<file path="config.mk">
export PLATFORM = sky130hd
export DESIGN_NAME = alu_op_sequencer
export DESIGN_NICKNAME = d
export VERILOG_FILES = /design/src/rtl/alu_seq_pkg.sv /design/src/rtl/alu_op_sequencer.sv
export SDC_FILE = /design/constraint.sdc
export NUM_CORES = 1
export LEC_CHECK = 0
export ABC_AREA = 0
export BUFFER_PORTS_ARGS = -buffer_cell sky130_fd_sc_hd__buf_2
export CAP_MARGIN = 20
export CORE_ASPECT_RATIO = 0.6
export CORE_MARGIN = 3
export CORE_UTILIZATION = 50
export DETAILED_ROUTE_END_ITERATION = 10
export PLACE_DENSITY = 0.79
export SYNTH_ARGS = -nofsm -noshare
export SYNTH_HDL_FRONTEND = slang
export SYNTH_SLANG_ARGS = --single-unit
</file>
<file path="constraint.sdc">
create_clock -name clk -period 1.7 [get_ports clk]
set_input_delay 0.34 -clock clk [delete_from_list [all_inputs] [get_ports clk]]
set_output_delay 0.34 -clock clk [all_outputs]
set_load 0.02 [all_outputs]
</file>
<file path="src/rtl/alu_seq_pkg.sv">
// rtl/alu_seq_pkg.sv - shared widths, FSM encoding and ALU select codes for the ALU sequencer
package alu_seq_pkg;

    localparam int WIDTH_DEF = 4;
    localparam int SEL_W_DEF = 3;

    typedef enum logic [1:0] {
        ST_IDLE   = 2'd0,
        ST_SETTLE = 2'd1,
        ST_HOLD   = 2'd2
    } seq_state_e;

    // ALU operation select codes, shared with the ALU and the benches
    localparam logic [2:0] SEL_ADD  = 3'd0;
    localparam logic [2:0] SEL_SUB  = 3'd1;
    localparam logic [2:0] SEL_AND  = 3'd2;
    localparam logic [2:0] SEL_OR   = 3'd3;
    localparam logic [2:0] SEL_XOR  = 3'd4;
    localparam logic [2:0] SEL_NAND = 3'd5;
    localparam logic [2:0] SEL_SHL  = 3'd6;
    localparam logic [2:0] SEL_SHR  = 3'd7;

endpackage

</file>
<file path="src/rtl/alu_op_sequencer.sv">
// rtl/alu_op_sequencer.sv - request/settle/capture/hold front end for the combinational ALU
module alu_op_sequencer
    import alu_seq_pkg::*;
#(
    parameter int WIDTH  = WIDTH_DEF,
    parameter int SEL_W  = SEL_W_DEF,
    parameter int SETTLE = 1,
    parameter int CNT_W  = 8
) (
    input  logic             clk,
    input  logic             rst_n,
    input  logic             req_valid,
    output logic             req_ready,
    input  logic [WIDTH-1:0] req_a,
    input  logic [WIDTH-1:0] req_b,
    input  logic [SEL_W-1:0] req_sel,
    input  logic             req_chain,
    output logic [WIDTH-1:0] alu_a,
    output logic [WIDTH-1:0] alu_b,
    output logic [SEL_W-1:0] alu_sel,
    input  logic [WIDTH-1:0] alu_out,
    output logic             rsp_valid,
    input  logic             rsp_ready,
    output logic [WIDTH-1:0] rsp_data,
    output logic [CNT_W-1:0] rsp_count
);

    localparam logic [1:0] S_IDLE   = 2'(ST_IDLE);
    localparam logic [1:0] S_SETTLE = 2'(ST_SETTLE);
    localparam logic [1:0] S_HOLD   = 2'(ST_HOLD);

    // SETTLE is bounded to 1..15, so four bits hold the countdown
    localparam logic [3:0] SETTLE_LOAD = 4'(SETTLE - 1);

    logic [1:0]       state_q,     state_d;
    logic [3:0]       cnt_q,       cnt_d;
    logic [WIDTH-1:0] alu_a_q,     alu_a_d;
    logic [WIDTH-1:0] alu_b_q,     alu_b_d;
    logic [SEL_W-1:0] alu_sel_q,   alu_sel_d;
    logic [WIDTH-1:0] rsp_data_q,  rsp_data_d;
    logic             rsp_valid_q, rsp_valid_d;
    logic [CNT_W-1:0] rsp_count_q, rsp_count_d;
    logic [WIDTH-1:0] last_q,      last_d;

    // Next-state logic: accept in IDLE, count down in SETTLE, wait for the consumer in HOLD
    always_comb begin
        state_d     = state_q;
        cnt_d       = cnt_q;
        alu_a_d     = alu_a_q;
        alu_b_d     = alu_b_q;
        alu_sel_d   = alu_sel_q;
        rsp_data_d  = rsp_data_q;
        rsp_valid_d = rsp_valid_q;
        rsp_count_d = rsp_count_q;
        last_d      = last_q;
        case (state_q)
            S_IDLE: begin
                if (req_valid) begin
                    alu_a_d   = req_chain ? last_q : req_a;
                    alu_b_d   = req_b;
                    alu_sel_d = req_sel;
                    cnt_d     = SETTLE_LOAD;
                    state_d   = S_SETTLE;
                end
            end
            S_SETTLE: begin
                if (cnt_q == 4'd0) begin
                    rsp_data_d  = alu_out;
                    rsp_valid_d = 1'b1;
                    state_d     = S_HOLD;
                end else begin
                    cnt_d = cnt_q - 4'd1;
                end
            end
            S_HOLD: begin
                if (rsp_ready) begin
                    // the chain operand is the last result the consumer actually took
                    last_d      = rsp_data_q;
                    rsp_count_d = rsp_count_q + CNT_W'(1);
                    rsp_valid_d = 1'b0;
                    state_d     = S_IDLE;
                end
            end
            default: begin
                state_d     = S_IDLE;
                rsp_valid_d = 1'b0;
            end
        endcase
    end

    // State registers with synchronous active-low reset
    always_ff @(posedge clk) begin
        if (!rst_n) begin
            state_q     <= S_IDLE;
            cnt_q       <= 4'd0;
            alu_a_q     <= '0;
            alu_b_q     <= '0;
            alu_sel_q   <= '0;
            rsp_data_q  <= '0;
            rsp_valid_q <= 1'b0;
            rsp_count_q <= '0;
            last_q      <= '0;
        end else begin
            state_q     <= state_d;
            cnt_q       <= cnt_d;
            alu_a_q     <= alu_a_d;
            alu_b_q     <= alu_b_d;
            alu_sel_q   <= alu_sel_d;
            rsp_data_q  <= rsp_data_d;
            rsp_valid_q <= rsp_valid_d;
            rsp_count_q <= rsp_count_d;
            last_q      <= last_d;
        end
    end

    // Ready is held low while reset is asserted so nothing is taken during reset
    assign req_ready = rst_n && (state_q == S_IDLE);
    assign alu_a     = alu_a_q;
    assign alu_b     = alu_b_q;
    assign alu_sel   = alu_sel_q;
    assign rsp_valid = rsp_valid_q;
    assign rsp_data  = rsp_data_q;
    assign rsp_count = rsp_count_q;

endmodule

</file>
==> results of run 1 <==
[flip-flops by register name, indices dropped and copies added (netlist names)]
name	cells
alu_a	4
alu_b	4
state_q	2
rsp_data	4
last_q	4
rsp_valid	1
rsp_count	8
alu_sel	3
cnt_q	4
[synth_stat cells (3+ instances only)]
cell type                  number
sky130_fd_sc_hd__dfxtp_1       34
sky130_fd_sc_hd__a21oi_1       20
sky130_fd_sc_hd__nand2_1       16
sky130_fd_sc_hd__nor2_1        12
sky130_fd_sc_hd__mux2i_1        9
sky130_fd_sc_hd__o21ai_0        9
sky130_fd_sc_hd__nand3_1        6
sky130_fd_sc_hd__a211oi_1       5
sky130_fd_sc_hd__or3_1          5
sky130_fd_sc_hd__clkbuf_1       4
sky130_fd_sc_hd__or4_1          4
sky130_fd_sc_hd__ha_1           3
sky130_fd_sc_hd__inv_1          3
sky130_fd_sc_hd__o31ai_1        3
sky130_fd_sc_hd__or3b_2         3
[final cells by class]
class	instances	area, um^2	area share (%)
Inverter	4	15.01	0.8169
Tap cell	40	50.05	2.723
Sequential cell	34	683.2	37.17
Multi-Input combinational cell	113	720.7	39.21
Timing Repair Buffer	50	277.8	15.11
Clock inverter	1	5.005	0.2723
Clock buffer	7	86.33	4.697
[cell families (layout without fill, tap and decap cells)]
family / after synthesis / after routing / share of synthesized area (%)
DFF: 34 / 34 / 46.46
AOI/OAI and AO/OA: 41 / 41 / 17.17
xor gates and xnor gates: 2 / 2 / 1.196
and+or+nand+nor: 58 / 58 / 21.78
adders and majority gates: 3 / 3 / 2.562
buffers and inverters: 13 / 62 / 4.696
muxes: 9 / 9 / 6.149
[final timing paths]
check	slack, ps	endpoint	startpoint	depth (start not counted)
worst max-delay path	60	cnt_q[2]	cnt_q[0]	5
worst min-delay path	290	alu_b[3]	req_b[3]	3
worst max register to register	60	cnt_q[2]	cnt_q[0]	5
worst min register to register	450	alu_b[2]	alu_b[2]	2
[layer usage]
| layer | part of all wire (%) | global-route usage [%] | up-vias |
|---|---|---|---|
| met5 | 0 | 0 | - |
| met4 | 1.3 | 10.10 | 0 |
| met2 | 46 | 31.46 | 49 |
| met1 | 45 | 26.31 | 639 |
| met3 | 6.9 | 6.499 | 5 |
| li1 | - | - | 670 |
[report_power, final]
| part | internal, W | total (W) | leakage, nW | switching, W |
|---|---|---|---|---|
| sequential | 0.000897 | 0.000980 | 0.278 | 0.0000822 |
| clock | 0.000326 | 0.000604 | 0.0482 | 0.000278 |
| combinational | 0.000297 | 0.000720 | 0.499 | 0.000423 |
| total | 0.00152 | 0.00230 | 0.826 | 0.000783 |
[stage by stage]
stage | utilization, % | worst slack [ps] | instances | area [um^2]
2_1_floorplan | - | 150.6 | 160 | 1465
3_3_place_gp | 65.75 | 127.4 | 241 | 1739
3_5_place_dp | 65.75 | 21.62 | 241 | 1739
4_1_cts | 69.21 | 5.894 | 249 | 1831
5_1_grt | 69.49 | 6.301 | 249 | 1838
6_report | 69.49 | 60.98 | 249 | 1838
[worst reg2reg max path: cells and delay by family, from the launching register on]
family | cells | cell delay (ps)
and+or+nand+nor | 2 | 700
adders and majority gates | 1 | 230
DFF | 1 | 340
buffers and inverters | 1 | 70
AOI/OAI and AO/OA | 1 | 230
==> results_dict.tcl, run 1 <==
set metrics [dict create \
    post_cts_resized 0 \
    period_minus_slack_ps 1639 \
    worst_ep_required_time_ps 1910 \
    crit_fanout 6 \
    max_slew.worst_pin.slew_ps 539.3 \
    layout_commonest_cell "sky130_fd_sc_hd__buf_2" \
    n_antenna_cell 0 \
    timing.final.crit_share_pct 96.41 \
    synth-edff-count 0 \
    yosysSeqAreaShare_pct 46.46 \
    clock-skew-final_ps 5.841 \
    global_route_wire_length_before_repair_mm 5.402 \
    cts_buffers 5 \
    drv_cap 0 \
    timing.setup.tns_ps 0 \
    nFillCells 222 \
    grt_remaining_overflow 0 \
    report.final.hold_viol_count 0 \
    synth.top_cell.area_share_pct 46.46 \
    fp.coreArea_um2 2645 \
    area_growth_pct 25.45 \
    drt_pre_antenna_iters 4 \
    floorplan.die_area_um2 3637 \
    cellPowerDensity_nw_per_um2 1253 \
    crit_chain "inv_1 > ha_1 > nor4bb_2 > or4_1 > a211oi_2" \
    critical_path.endpoint_type "flop" \
    post-route-drc-count 0 \
    report.power.total_w 0.002303 \
    leakage_power_nw 0.8255 \
    cts-hold-fix-buffers 0 \
    timing.critical_path.arrival_ps 1840 \
    dp.final_hpwl_mm 2.641 \
    ctsRootBufferMaster "sky130_fd_sc_hd__clkbuf_8" \
    setup_violations 0 \
    cell_taking_the_most_area_after_synthesis "sky130_fd_sc_hd__dfxtp_1" \
    layout-drive-gt1-share_pct 32.06 \
    startpoint_type "flop" \
    status "finished clean" \
    worst-path-buf-inv 1 \
    setup_repair_after_global_routing_missed_its_margin "no" \
    count_of_routing_violations_after_the_opening_detailed_route_iteration 55 \
    drv_slew 0 \
    clock_tree_from_tritoncts "built" \
    synthCells 160 \
    worst_slew_margin_rel_pct 63.53 \
    clockBufferDepth 2 \
    async_flop_share_pct 0 \
    synth.top_cells.by_area "sky130_fd_sc_hd__dfxtp_1, sky130_fd_sc_hd__a21oi_1, sky130_fd_sc_hd__mux2i_1" \
    clock.fmax_mhz 610.1 \
    cts_num_sinks 34 \
    worst_setup_hold_path_clk_slew_ps 70 \
    mappedNetlistArea_um2 1465 \
    globalRouteTotalUtil_pct 20.49 \
    initial_utilization_pct 55.39 \
    gpl.final_weighted_congestion 0.8564 \
    row_count 14 \
    crit_type "reg2reg" \
    ios 45 \
    layout.nets 231 \
    route.final.wire_length_mm 3.557 \
    commonest_non_fill_non_tap_cells_in_the_layout "sky130_fd_sc_hd__buf_2, sky130_fd_sc_hd__dfxtp_1, sky130_fd_sc_hd__a21oi_1" \
    clock_insertion_delay_worst_skew_ps 280 \
    syn_area_per_cell_um2 9.157 \
    fin_worst_hold_slack_ps 292.4 \
    largest_net_degree_at_the_start_of_global_routing 35 \
    htree_levels 2 \
    num_vias 1363 \
    drt-wirelength-per-cell_um 14.29 \
    die_boundary_width_um 75.89 \
    slowest_stage_cell_crit_path "sky130_fd_sc_hd__or4_1" \
    yosys_warnings 0 \
    max_stage_delay_ps 490 \
    initial_antenna_violation_count 0 \
    portBuffers 44 \
    dieHeight_um 47.93 \
    total_setup_buffers_inserted_after_cts 0 \
    number_of_routed_nets_with_antenna_violations 0 \
    max-vdd-ir-drop_v 0.0009395 \
    timing.hold.worst.class "in2reg" \
    via_per_inst 5.474 \
    syn_nets 183 \
    timing.critical_path.max_delay_family "simple AND/OR/NAND/NOR gates" \
    via_count_of_the_first_global_routing_pass 1220 \
    synth-main-ff-cell "sky130_fd_sc_hd__dfxtp_1" \
    yosys_register_bits 34 \
    synth_cell_types 35 \
]
No activity file was read; power rests on OpenSTA's default activity.
==> run 2, diff against run 1 <==
--- a/config.mk
+++ b/config.mk
@@ -12,7 +12,7 @@
 export CORE_MARGIN = 3
 export CORE_UTILIZATION = 50
 export DETAILED_ROUTE_END_ITERATION = 10
-export PLACE_DENSITY = 0.79
+export PLACE_DENSITY = 0.89
 export SYNTH_ARGS = -nofsm -noshare
 export SYNTH_HDL_FRONTEND = slang
 export SYNTH_SLANG_ARGS = --single-unit
==> run 2 against run 1 <==
Against the previous run: via count shrank 1.3%; first-iteration DRC count grew 60%; fmax grew 0.39%; total power grew 15%; combinational power grew 0.8%; worst setup slack gained 6.4 ps; worst hold slack lost 1.3 ps; clock-buffer cell count shrank 1; largest power group unchanged; highest routed layer unchanged.
==> results_dict.tcl, run 2 (same netlist as run 1, synthesis figures left out) <==
set metrics [dict create \
    timing.critical_path.arrival_ps 1840 \
    worst_setup_hold_path_clk_slew_ps 70 \
    clock-skew-final_ps 7.276 \
    preCtsSetupSlack_ps 59.65 \
    drt-wirelength-per-cell_um 14.78 \
    cts_num_sinks 34 \
    timing.setup.tns_ps 0 \
    initial_utilization_pct 55.39 \
    ctsRootBufferMaster "sky130_fd_sc_hd__clkbuf_8" \
    drt_pre_antenna_iters 4 \
    combinationalPowerShare_pct 27.5 \
    startpoint_type "flop" \
    seq_power_share_pct 37.7 \
    floorplan.die_area_um2 3637 \
    initial_antenna_violation_count 0 \
    worst_hold_path.endpoint "alu_b[0]" \
    clock.fmax_mhz 612.5 \
    nFillCells 202 \
    via_per_inst 5.380 \
    globalRouteTotalUtil_pct 20.96 \
    layout-drive-gt1-share_pct 32.86 \
    cells_on_worst_reg2reg_path 5 \
    crit_fanout 6 \
    commonest_non_fill_non_tap_cells_in_the_layout "sky130_fd_sc_hd__buf_2, sky130_fd_sc_hd__dfxtp_1, sky130_fd_sc_hd__a21oi_1" \
    largest_register_ffs 8 \
    area_growth_pct 29.46 \
    worst_ep_required_time_ps 1910 \
    power_switching_w 0.0008075 \
    drv_slew 0 \
    max_slew.worst_pin.slew_ps 503.5 \
    power_report.internal_total_w 0.001830 \
    dp.final_hpwl_mm 2.412 \
    post-route-drc-count 0 \
    r2r-end "cnt_q[2]" \
    timing.hold.worst.class "in2reg" \
    clock_insertion_delay_worst_skew_ps 280 \
    worst_hold_path_depth 3 \
    ios 45 \
    number_of_routed_nets_with_antenna_violations 0 \
    grt_remaining_overflow 0 \
    portBuffers 44 \
    regToRegStartpoint "cnt_q[0]" \
    p_sw_share_pct 30.61 \
    finalWorstSetupSlack_ps 67.36 \
    timing.final.crit_share_pct 96.04 \
    layout_commonest_cell "sky130_fd_sc_hd__buf_2" \
    global_route_wire_length_before_repair_mm 5.457 \
    fp.coreArea_um2 2645 \
    cellPowerDensity_nw_per_um2 1391 \
    worst_hold_startpoint "req_b[0]" \
    count_of_routing_violations_after_the_opening_detailed_route_iteration 88 \
    num_vias 1345 \
    setup_repair_after_global_routing_missed_its_margin "no" \
    period_minus_slack_ps 1633 \
    largest_net_degree_at_the_start_of_global_routing 35 \
    gpl.final_weighted_congestion 0.8028 \
    layout.cell_area.non_filler_um2 1897 \
    worst_slew_margin_rel_pct 66.36 \
    final_standard_cell_utilization_of_the_core_pct 71.71 \
    critical_path.endpoint_type "flop" \
    clock_power_share_pct 34.7 \
    setup.reg_to_reg.worst_slack_ps 70 \
    die_boundary_width_um 75.89 \
    report.power.total_w 0.002638 \
    layout.nets 232 \
    cts_buffers 5 \
    leakage_power_nw 0.8463 \
    via_count_of_the_first_global_routing_pass 1224 \
    n_antenna_cell 0 \
    clock_tree_from_tritoncts "built" \
    status "finished clean" \
    setup_violations 0 \
    crit_type "reg2reg" \
    clockBufferDepth 2 \
    area_after_detailed_placement_um2 1719 \
    htree_levels 2 \
    dieHeight_um 47.93 \
    route.final.wire_length_mm 3.694 \
    drv_cap 0 \
    row_count 14 \
    report.final.hold_viol_count 0 \
    cts-hold-fix-buffers 0 \
    max-vdd-ir-drop_v 0.001019 \
]
==> run 2: cell types whose count changed in the layout (fill, tap and decap cells not counted), sizes merged <==
cell | before | now
bufinv | 0 | 2
buf | 50 | 51
clkbuf | 7 | 6
clkinv | 2 | 1
==> run 2: how the worst max path moves through the flow <==
stage               startpoint  endpoint  slack [ps]  cells after the start
finish                cnt_q[0]  cnt_q[2]          70                      5
CTS                   cnt_q[0]  cnt_q[3]          20                      5
detailed placement    cnt_q[0]  cnt_q[3]          60                      5
global placement      cnt_q[0]  cnt_q[3]         110                      5
global route          cnt_q[0]  cnt_q[2]          20                      5
floorplan             cnt_q[0]  cnt_q[3]         150                      5
==> run 2: timing repair <==
item | in CTS | in global routing
buffers inserted | 0 | 2
endpoints found under the setup margin | 0 | 5
gates resized for setup | 0 | 4
==> run 2: worst max-delay path, stage by stage (launching register included) <==
cell,delay (ps)
sky130_fd_sc_hd__dfxtp_1,330
sky130_fd_sc_hd__inv_1,80
sky130_fd_sc_hd__ha_2,210
sky130_fd_sc_hd__nor4bb_4,190
sky130_fd_sc_hd__or4_1,520
sky130_fd_sc_hd__a211oi_2,240
==> run 2: power groups by stage <==
stage	Combinational [W]	Clock (W)	Sequential, W
4_1_cts	0.000677	0.000925	0.000986
3_3_place_gp	0.000651	0	0.000998
5_1_grt	0.000786	0.000959	0.00101
6_report	0.000726	0.000916	0.000995
2_1_floorplan	0.000418	0	0.00105
3_5_place_dp	0.000669	0	0.00100
==> run 2: cell type report <==
type	count	area, um^2	area share, %
multi-input combinational	113	735.7	38.79
inverter	4	15.01	0.7916
timing repair buffer	51	272.8	14.38
clock buffer	6	82.58	4.354
sequential	34	680.7	35.88
clock inverter	2	60.06	3.166
tap	40	50.05	2.639
==> run 2: stage by stage <==
step           hold WS (ps)  cells
5_1_grt               289.5    250
3_5_place_dp          444.1    240
6_report              291.1    250
4_1_cts               280.3    248
2_1_floorplan         458.2    160
3_3_place_gp          440.4    240
==> run 2: metal layers <==
metal / up-vias / track usage [%] / routed length [um]
met4: 0 / 11.85 / 87
met1: 617 / 25.16 / 1620
met2: 48 / 34.69 / 1718
li1: 668 / - / -
met3: 12 / 5.660 / 268
met5: - / 0 / 0
